**src/rtl/mult_bus_pkg.sv**
```systemverilog
// Shared types and defaults for the multiplier bus initiator and its helpers.
package mult_bus_pkg;

    localparam int DATA_W_DEF = 8;

    typedef enum logic [2:0] {
        IDLE,
        SEND_A,
        SEND_B,
        WAIT_LSB,
        WAIT_MSB,
        RESP
    } state_t;

    typedef enum logic [1:0] {
        ST_OK      = 2'b00,
        ST_TIMEOUT = 2'b01,
        ST_PROTO   = 2'b10
    } status_t;

endpackage

```
**src/rtl/mult_bus_timeout.sv**
```systemverilog
// Clear/enable cycle counter; expire is high once the count reaches TIMEOUT_CYC-1.
module mult_bus_timeout #(
    parameter int TIMEOUT_CYC = 64
) (
    input  logic clk,
    input  logic rst_n,
    input  logic clr,
    input  logic en,
    output logic expire
);

    localparam int CNT_W = $clog2(TIMEOUT_CYC);

    logic [CNT_W-1:0] count_reg;

    assign expire = (count_reg == CNT_W'(TIMEOUT_CYC - 1));

    // Saturate at the expiry value so a late wrap can never hide a timeout.
    always_ff @(posedge clk or negedge rst_n) begin
        if (!rst_n) begin
            count_reg <= '0;
        end else if (clr) begin
            count_reg <= '0;
        end else if (en && !expire) begin
            count_reg <= count_reg + 1'b1;
        end
    end

endmodule

```
**src/rtl/mult_bus_host.sv**
```systemverilog
// Initiator for the shared 8-bit Multiplier bus: sends an operand pair, collects the product.
// Optional result self-check is enabled by defining MULT_BUS_HOST_CHECK_EN.
module mult_bus_host
    import mult_bus_pkg::*;
#(
    parameter int DATA_W      = DATA_W_DEF,
    parameter int TIMEOUT_CYC = 64
) (
    input  logic                clk,
    input  logic                rst_n,
    input  logic                req_valid,
    output logic                req_ready,
    input  logic [DATA_W-1:0]   req_a,
    input  logic [DATA_W-1:0]   req_b,
    output logic                rsp_valid,
    input  logic                rsp_ready,
    output logic [2*DATA_W-1:0] rsp_result,
    output logic [1:0]          rsp_status,
    output logic                start,
    output logic [DATA_W-1:0]   bus_out,
    output logic                bus_oe,
    input  logic [DATA_W-1:0]   bus_in,
    input  logic                lsb_out,
    input  logic                msb_out,
    input  logic                done,
    output logic                chk_mismatch
);

    state_t            state_reg;
    logic [DATA_W-1:0] op_b_reg;
    logic              lsb_take;
    logic              timer_clr;
    logic              timer_expire;

    assign lsb_take  = (state_reg == WAIT_LSB) && lsb_out && !msb_out;
    assign timer_clr = !((state_reg == WAIT_LSB) || (state_reg == WAIT_MSB)) || lsb_take;

    mult_bus_timeout #(
        .TIMEOUT_CYC (TIMEOUT_CYC)
    ) u_timeout (
        .clk    (clk),
        .rst_n  (rst_n),
        .clr    (timer_clr),
        .en     (1'b1),
        .expire (timer_expire)
    );

`ifdef MULT_BUS_HOST_CHECK_EN
    logic [DATA_W-1:0] op_a_reg;
    logic              chk_mismatch_reg;
    logic              prod_bad;

    assign prod_bad = ({bus_in, rsp_result[DATA_W-1:0]} !=
                       ((2*DATA_W)'(op_a_reg) * (2*DATA_W)'(op_b_reg)));
    assign chk_mismatch = chk_mismatch_reg;

    always_ff @(posedge clk or negedge rst_n) begin
        if (!rst_n) begin
            op_a_reg         <= '0;
            chk_mismatch_reg <= 1'b0;
        end else begin
            chk_mismatch_reg <= 1'b0;
            if (state_reg == IDLE && req_valid && req_ready) begin
                op_a_reg <= req_a;
            end
            if (state_reg == WAIT_MSB && msb_out && done) begin
                chk_mismatch_reg <= prod_bad;
            end
        end
    end
`else
    assign chk_mismatch = 1'b0;
`endif

    always_ff @(posedge clk or negedge rst_n) begin
        if (!rst_n) begin
            state_reg  <= IDLE;
            req_ready  <= 1'b0;
            rsp_valid  <= 1'b0;
            rsp_result <= '0;
            rsp_status <= ST_OK;
            start      <= 1'b0;
            bus_out    <= '0;
            bus_oe     <= 1'b0;
            op_b_reg   <= '0;
        end else begin
            start <= 1'b0;
            case (state_reg)
                IDLE: begin
                    req_ready <= 1'b1;
                    if (req_valid && req_ready) begin
                        req_ready  <= 1'b0;
                        op_b_reg   <= req_b;
                        rsp_result <= '0;
                        rsp_status <= ST_OK;
                        start      <= 1'b1;
                        bus_oe     <= 1'b1;
                        bus_out    <= req_a;
                        state_reg  <= SEND_A;
                    end
                end
                SEND_A: begin
                    bus_out   <= op_b_reg;
                    state_reg <= SEND_B;
                end
                SEND_B: begin
                    bus_oe    <= 1'b0;
                    bus_out   <= '0;
                    state_reg <= WAIT_LSB;
                end
                WAIT_LSB: begin
                    if (msb_out) begin
                        rsp_status <= ST_PROTO;
                        rsp_valid  <= 1'b1;
                        state_reg  <= RESP;
                    end else if (lsb_out) begin
                        rsp_result[DATA_W-1:0] <= bus_in;
                        state_reg              <= WAIT_MSB;
                    end else if (timer_expire) begin
                        rsp_status <= ST_TIMEOUT;
                        rsp_valid  <= 1'b1;
                        state_reg  <= RESP;
                    end
                end
                WAIT_MSB: begin
                    if (msb_out && done) begin
                        rsp_result[2*DATA_W-1:DATA_W] <= bus_in;
                        rsp_status <= ST_OK;
                        rsp_valid  <= 1'b1;
                        state_reg  <= RESP;
                    end else if (msb_out || lsb_out) begin
                        rsp_status <= ST_PROTO;
                        rsp_valid  <= 1'b1;
                        state_reg  <= RESP;
                    end else if (timer_expire) begin
                        rsp_status <= ST_TIMEOUT;
                        rsp_valid  <= 1'b1;
                        state_reg  <= RESP;
                    end
                end
                RESP: begin
                    if (rsp_ready) begin
                        rsp_valid <= 1'b0;
                        req_ready <= 1'b1;
                        state_reg <= IDLE;
                    end
                end
                default: begin
                    state_reg <= IDLE;
                end
            endcase
        end
    end

endmodule

```
**config.mk**
```make
export PLATFORM = sky130hd
export DESIGN_NAME = mult_bus_host
export DESIGN_NICKNAME = d
export VERILOG_FILES = /design/src/rtl/mult_bus_pkg.sv /design/src/rtl/mult_bus_timeout.sv /design/src/rtl/mult_bus_host.sv
export SDC_FILE = /design/constraint.sdc
export NUM_CORES = 1
export LEC_CHECK = 0
export CAP_MARGIN = 0
export CORE_ASPECT_RATIO = 1.2
export CORE_MARGIN = 2
export CORE_UTILIZATION = 48
export DETAILED_ROUTE_END_ITERATION = 16
export GPL_TIMING_DRIVEN = 1
export PLACE_DENSITY = 0.85
export SLEW_MARGIN = 5
export SYNTH_ARGS = -nofsm -noshare
export SYNTH_HDL_FRONTEND = slang
export SYNTH_HIERARCHICAL = 1
export SYNTH_SLANG_ARGS = --single-unit
```
**constraint.sdc**
```tcl
create_clock -name clk -period 2.1 [get_ports clk]
set_input_delay 0.42 -clock clk [delete_from_list [all_inputs] [get_ports clk]]
set_output_delay 0.42 -clock clk [all_outputs]
set_load 0.01 [all_outputs]
```
# After elaboration in Yosys (flattened, before gate mapping)

Index checks and enable logic that the tools add are counted.

Register bits: 47
Latch bits: 0
Bits in writable memories: 0
Bits in read-only memories: 0
Bits of input ports: 31
Output and inout bits: 31
Word-level logic and storage cells: 90
Memories: 0

Add/sub/neg operators: 1
$mul: 0
Div/mod/pow operators: 0
Order comparisons: 0
Equal/unequal tests: 13
Shifts and indexed selects: 0
Mux-type cells: 39
Bitwise gates (word level): 0
Reductions and logical operators: 26

Operators with widths:

| kind                                                             | count |
|---|---|
| 8-bit two-way mux                                                | 4 |
| 8-bit one-hot mux with 2 select lines                            | 2 |
| 8-bit one-hot mux with 3 select lines                            | 1 |
| 3-bit two-way mux                                                | 7 |
| 3-bit one-hot mux with 6 select lines                            | 1 |
| 16-bit two-way mux                                               | 1 |
| 2-bit two-way mux                                                | 6 |
| 6-bit two-way mux                                                | 2 |
| 1-bit two-way mux                                                | 11 |
| 2-bit != test (second input constant)                            | 5 |
| 2-bit AND reduction                                              | 5 |
| 3-bit AND reduction                                              | 3 |
| 3-bit nonzero test                                               | 3 |
| 2-bit nonzero test                                               | 4 |
| 6-bit by 1-bit adder with 6-bit output (second input constant)   | 1 |
| 3-bit by 2-bit == test with 1-bit output (second input constant) | 2 |
| 3-bit == test (second input constant)                            | 2 |
| 6-bit == test (second input constant)                            | 1 |
| 2-bit one-hot mux with 3 select lines                            | 1 |
| 1-bit logical AND                                                | 4 |
| 1-bit one-hot mux with 2 select lines                            | 2 |
| 4-bit AND reduction                                              | 1 |
| 3-bit by 1-bit == test with 1-bit output (second input constant) | 1 |
| 3-bit logical NOT                                                | 1 |
| 5 further kinds                                                  | 8 |

# Depth between registers and ports, before layout

Word-level depth: 5
Mapped depth: 7
Mapped depth without buffers: 7

# Modules after synthesis

Netlist, hierarchy kept.

Modules (own cells, without submodules):

| module           | times used | cells each | area each (µm²) | seq. area each (µm²) |
|---|---|---|---|---|
| mult_bus_host    | 1          | 175        | 1938.1          | 1026.0 |
| mult_bus_timeout | 1          | 39         | 380.4           | 150.1 |

# Least setup slack after synthesis

OpenSTA, ideal clock, no wires.

Path type: register to register
Start point: register state_reg[1]
End point: register u_timeout.count_reg[1]
Library setup time: 0.135 ns
Arrival time: 1.734 ns
Data required time: 1.965 ns
Slack: 0.231 ns
Cell stages (with the launch flop): 8
Buffers on the path: 2
Clock period less this slack: 1.869 ns
Path through: dfrtp_1 buf_6 and3b_1 buf_2 o21ai_0 inv_1 a41oi_1 o211ai_1

Word-level cells in the longest chain between the ends: 5
Elaborated cells on any way between the ends: 9
Classes of those cells: eq/ne: 3; mux: 1; reduce/logical: 5

Ends and longest elaborated chain:

| item                                                                      | line                                     | RTL |
|---|---|---|
| from (decl)                                                               | mult_bus_host.sv:29                      | `state_t state_reg;` |
| from (signal assigned)                                                    | mult_bus_host.sv:77                      | `state_reg <= IDLE;` |
| from (signal assigned)                                                    | mult_bus_host.sv:99                      | `state_reg <= SEND_A;` |
| from (signal assigned)                                                    | mult_bus_host.sv:104                     | `state_reg <= SEND_B;` |
| 3-bit by 2-bit == test with 1-bit output or 3-bit == test (tied branches) | mult_bus_host.sv:35, mult_bus_host.sv:36 |  |
| 1-bit logical OR or 1-bit logical AND (tied branches)                     | mult_bus_host.sv:36, mult_bus_host.sv:35 |  |
| 1-bit logical NOT or 1-bit logical AND (tied branches)                    | mult_bus_host.sv:36, mult_bus_host.sv:35 |  |
| 1-bit logical OR (*)                                                      | mult_bus_host.sv:36                      | `assign timer_clr = !((state_reg == WAIT_LSB) \|\| (state_reg == WAIT_MSB)) \|\| lsb_take;` |
| via timer_clr                                                             | mult_bus_host.sv:32                      | `logic timer_clr;` |
| 2-bit != test (no source line) or 6-bit two-way mux (tied branches)       | -                                        |  |
| to (signal assigned)                                                      | mult_bus_timeout.sv:25                   | `count_reg <= count_reg + 1'b1;` |
| to (decl)                                                                 | mult_bus_timeout.sv:14                   | `logic [CNT_W-1:0] count_reg;` |

The timed path passes the listed nets; every way through them passes the cells marked *.
A chain may end at the register's enable or synchronous reset.

# Worst setup path after layout

Start point: input lsb_out
End point: register u_timeout.count_reg[1]

Word-level cells in the longest chain between the ends: 4
Elaborated cells on any way between the ends: 5
Classes of those cells: eq/ne: 1; mux: 1; reduce/logical: 3

Ends and longest elaborated chain:

| item                                                                | line                | RTL |
|---|---|---|
| from (decl)                                                         | mult_bus_host.sv:23 | `input logic lsb_out,` |
| 1-bit logical AND (*) (2 in series)                                 | mult_bus_host.sv:35 | `assign lsb_take = (state_reg == WAIT_LSB) && lsb_out && !msb_out;` |
| 1-bit logical OR (*)                                                | mult_bus_host.sv:36 |  |
| via timer_clr                                                       | mult_bus_host.sv:32 |  |
| 2-bit != test (no source line) or 6-bit two-way mux (tied branches) | -                   |  |

Marked as above.

==> impl_metrics.toml <==
[cts]
cts_tree = "yes"
ctsRootBufferMaster = "clkbuf_8"
ctsResizeCount = 0
post_cts_buffers = 0
hold_buffers = 0
clk_pin_slew_worst_paths_ns = 0.08
h-tree-depth = 2
cts_sinks = 47
numCtsBuffers = 5
clk_latency_ns = 0.29
clockBufferDepth = 2

[place]
place_congestion = 0.849
post-dp-hpwl_mm = 3.73
port_buffers = 60

[synth]
synth-async-reset-ratio_pct = 100
ys_top_cells_by_area = "dfrtp_1 (51%), mux2_1 (3.9%), buf_6 (3.4%)"
yosys_warnings = 6
synthDistinctLibCells = 49
synth.avg_cell_area_um2 = 10.8
synth_edf_count = 0
syn_area_um2 = 2320
syn_nets = 246
ys_seq_elements = 47
ys.flop_type = "dfrtp_1"
synth_top_area_share_pct = 50.7
yosysTopAreaCell = "dfrtp_1"
syn_inst = 214
ys_seq_area_share_pct = 50.7

[critical_path]
crit_path_max_incr_delay_ns = 0.55
path_class = "primary input to flop"
cp.arrival_ns = 1.89
path_max_fanout = 5
crit_chain = "clkdlybuf4s50_1 -> and2b_4 -> nand2_1 -> o21ai_0 -> inv_1 -> a41oi_1 -> o211ai_1"
crit_path_end_kind = "flop"
worstSetupStartpointType = "primary input"
worst_ep_required_time_ns = 2.27
cp_slowest_cell = "clkdlybuf4s50_1"

[sta]
fin_crit_ns = 1.72
drv_slew = 0
setup_tns_ns = 0
min_period_over_period_pct = 82.1
clock.fmax_ghz = 0.580
timing.slew.headroom_pct = 60.0
fin_skew_ns = 0.00961
worstMarginPinSlew_ns = 0.600
finalHoldViolCount = 0
setup-violations-final = 0
grt_setup_unrepaired = "no"

[die]
dieArea_um2 = 5400
std_cell_rows = 27
die_w_um = 67.4
dieHeight_um = 80.1
io_pins = 62
start_util_pct = 50.1
core_area_um2 = 4630

[drt]
drc_errors = 0
antenna_left = 0
routed_wl_mm = 5.01
vias = 1848
vias_per_cell = 5.52
drtIter0Drc = 100
dr.pass1.iters = 4
wl_per_cell_um = 14.9

[pwr]
vdd_drop_max_mv = 1.03
leakage_uw = 0.00126
power.density_nw_per_um2 = 1330

[global_routing]
grt_pass1_wl_mm = 8.28
antenna_found_initial = 0
grt_max_degree = 27
grt_pass1_vias = 1804
grt_usage_pct = 20.5
grt-ovfl-total = 0

[final_layout]
nNetsFinal = 310
largest_reg_flops = 16
drive_gt1_share_pct = 12.6
diodes = 0
finish.utilization_pct = 65.5
syn_to_final_growth_pct = 30.7

[job]
cap_violations = 0

[min_path]
hold_path.class = "primary input to async pin"

[outcome]
status = "finished clean"
==> critical path: cells and delay by family <==
| kind | cells | cell delay (ns) |
|---|---|---|
| AND/OR/NAND/NOR | 2 | 0.25 |
| buffers and inverters | 2 | 0.73 |
| AO/OA/AOI/OAI | 3 | 0.49 |
==> layout make-up <==
type	instances	area [um^2]
Timing Repair Buffer	70	683
Fill cell	354	1600
Tap cell	58	72.6
Multi-Input combinational cell	142	981
Clock buffer	6	72.6
Inverter	12	45.0
Sequential cell	47	1180
==> per-stage QoR <==
stage | power [uW] | area [um^2] | setup slack, ns | cells | hold slack (ns)
6_report | 4020 | 3030 | 0.376 | 335 | 0.132
3_5_place_dp | 3560 | 2960 | 0.112 | 329 | 0.461
4_1_cts | 4060 | 3030 | 0.405 | 335 | 0.142
2_1_floorplan | 2730 | 2320 | 0.231 | 214 | 0.124
5_1_grt | 4320 | 3030 | 0.240 | 335 | 0.165
3_3_place_gp | 3500 | 2960 | 0.148 | 329 | 0.453
==> layout by cell type (no fill, tap or decap), drive strengths merged, types with 2 or more instances in the layout <==
cell / count
clkdlybuf4s50: 59
dfrtp: 47
o21ai: 23
nand2: 19
inv: 12
buf: 11
nand3: 9
mux2: 8
a22oi: 8
a22o: 8
nor2: 8
a21oi: 7
clkbuf: 6
nor3b: 6
nor3: 4
nor2b: 4
nand2b: 3
a31oi: 3
o211ai: 3
o31ai: 3
and3: 3
a211oi: 2
a41oi: 2
conb: 2
nand4b: 2
nand4: 2
==> power breakdown <==
group / total [uW] / leakage [uW] / internal, uW / switching, uW
combinational: 2020 / 0.000618 / 1020 / 1000
clock: 491 / 0.0000371 / 222 / 268
sequential: 1500 / 0.000607 / 1280 / 220
total: 4020 / 0.00126 / 2530 / 1490
==> layer usage <==
layer  vias up  track usage [%]  share of wire [%]
met4         0             7.55                1.6
met1       896             27.1                 41
met5         -                0                  0
met3         6             3.50                4.1
met2        46             33.5                 53
li1        900                -                  -
==> synth_stat cells, types with 2 or more instances <==
library cell	n
a31oi_1	3
nor2b_1	3
a22o_1	8
nand2b_1	3
nand3_1	9
a211oi_1	2
nand2_1	18
buf_4	3
a22oi_1	8
o21ai_2	8
nor2_1	6
buf_2	3
and3_1	2
conb_1	2
nand4b_1	2
a21oi_1	7
nor3b_1	4
dfrtp_1	47
buf_6	7
mux2_1	8
inv_1	12
o211ai_1	3
o21ai_0	12
a41oi_1	2
o31ai_2	2
nand4_1	2
nor3_1	4
o21ai_1	3
==> worst paths after layout <==
check                                                    from                                 end  slack (ns)  cells past startpoint
setup / recovery                                      lsb_out  u_timeout/count_reg[1]$_DFFE_PN0P_        0.38                      7
hold / removal                                          rst_n                  bus_oe$_DFFE_PN0P_        0.13                      1
setup reg to reg           u_timeout/count_reg[0]$_DFFE_PN0P_            state_reg[0]$_DFFE_PN0P_        0.43                      7
hold reg to reg                      state_reg[2]$_DFFE_PN0P_            state_reg[1]$_DFFE_PN0P_        0.48                      1
max in group asynchronous                               rst_n          rsp_result[15]$_DFFE_PN0P_        1.44                      2
min in group clk                     state_reg[2]$_DFFE_PN0P_            state_reg[1]$_DFFE_PN0P_        0.48                      1
==> cell families (layout without fill, tap and decap cells) <==
logic type | Yosys count | after routing | synth area share [%]
AOI/OAI and AO/OA | 66 | 66 | 20.7
other | 2 | 2 | 0.324
muxes | 8 | 8 | 3.89
buffers and inverters | 25 | 88 | 6.96
xor gates and xnor gates | 1 | 1 | 0.378
DFF | 47 | 47 | 50.7
and+or+nand+nor | 64 | 64 | 16.5
adders and majority gates | 1 | 1 | 0.540
Power figures use the tool's default switching activity.
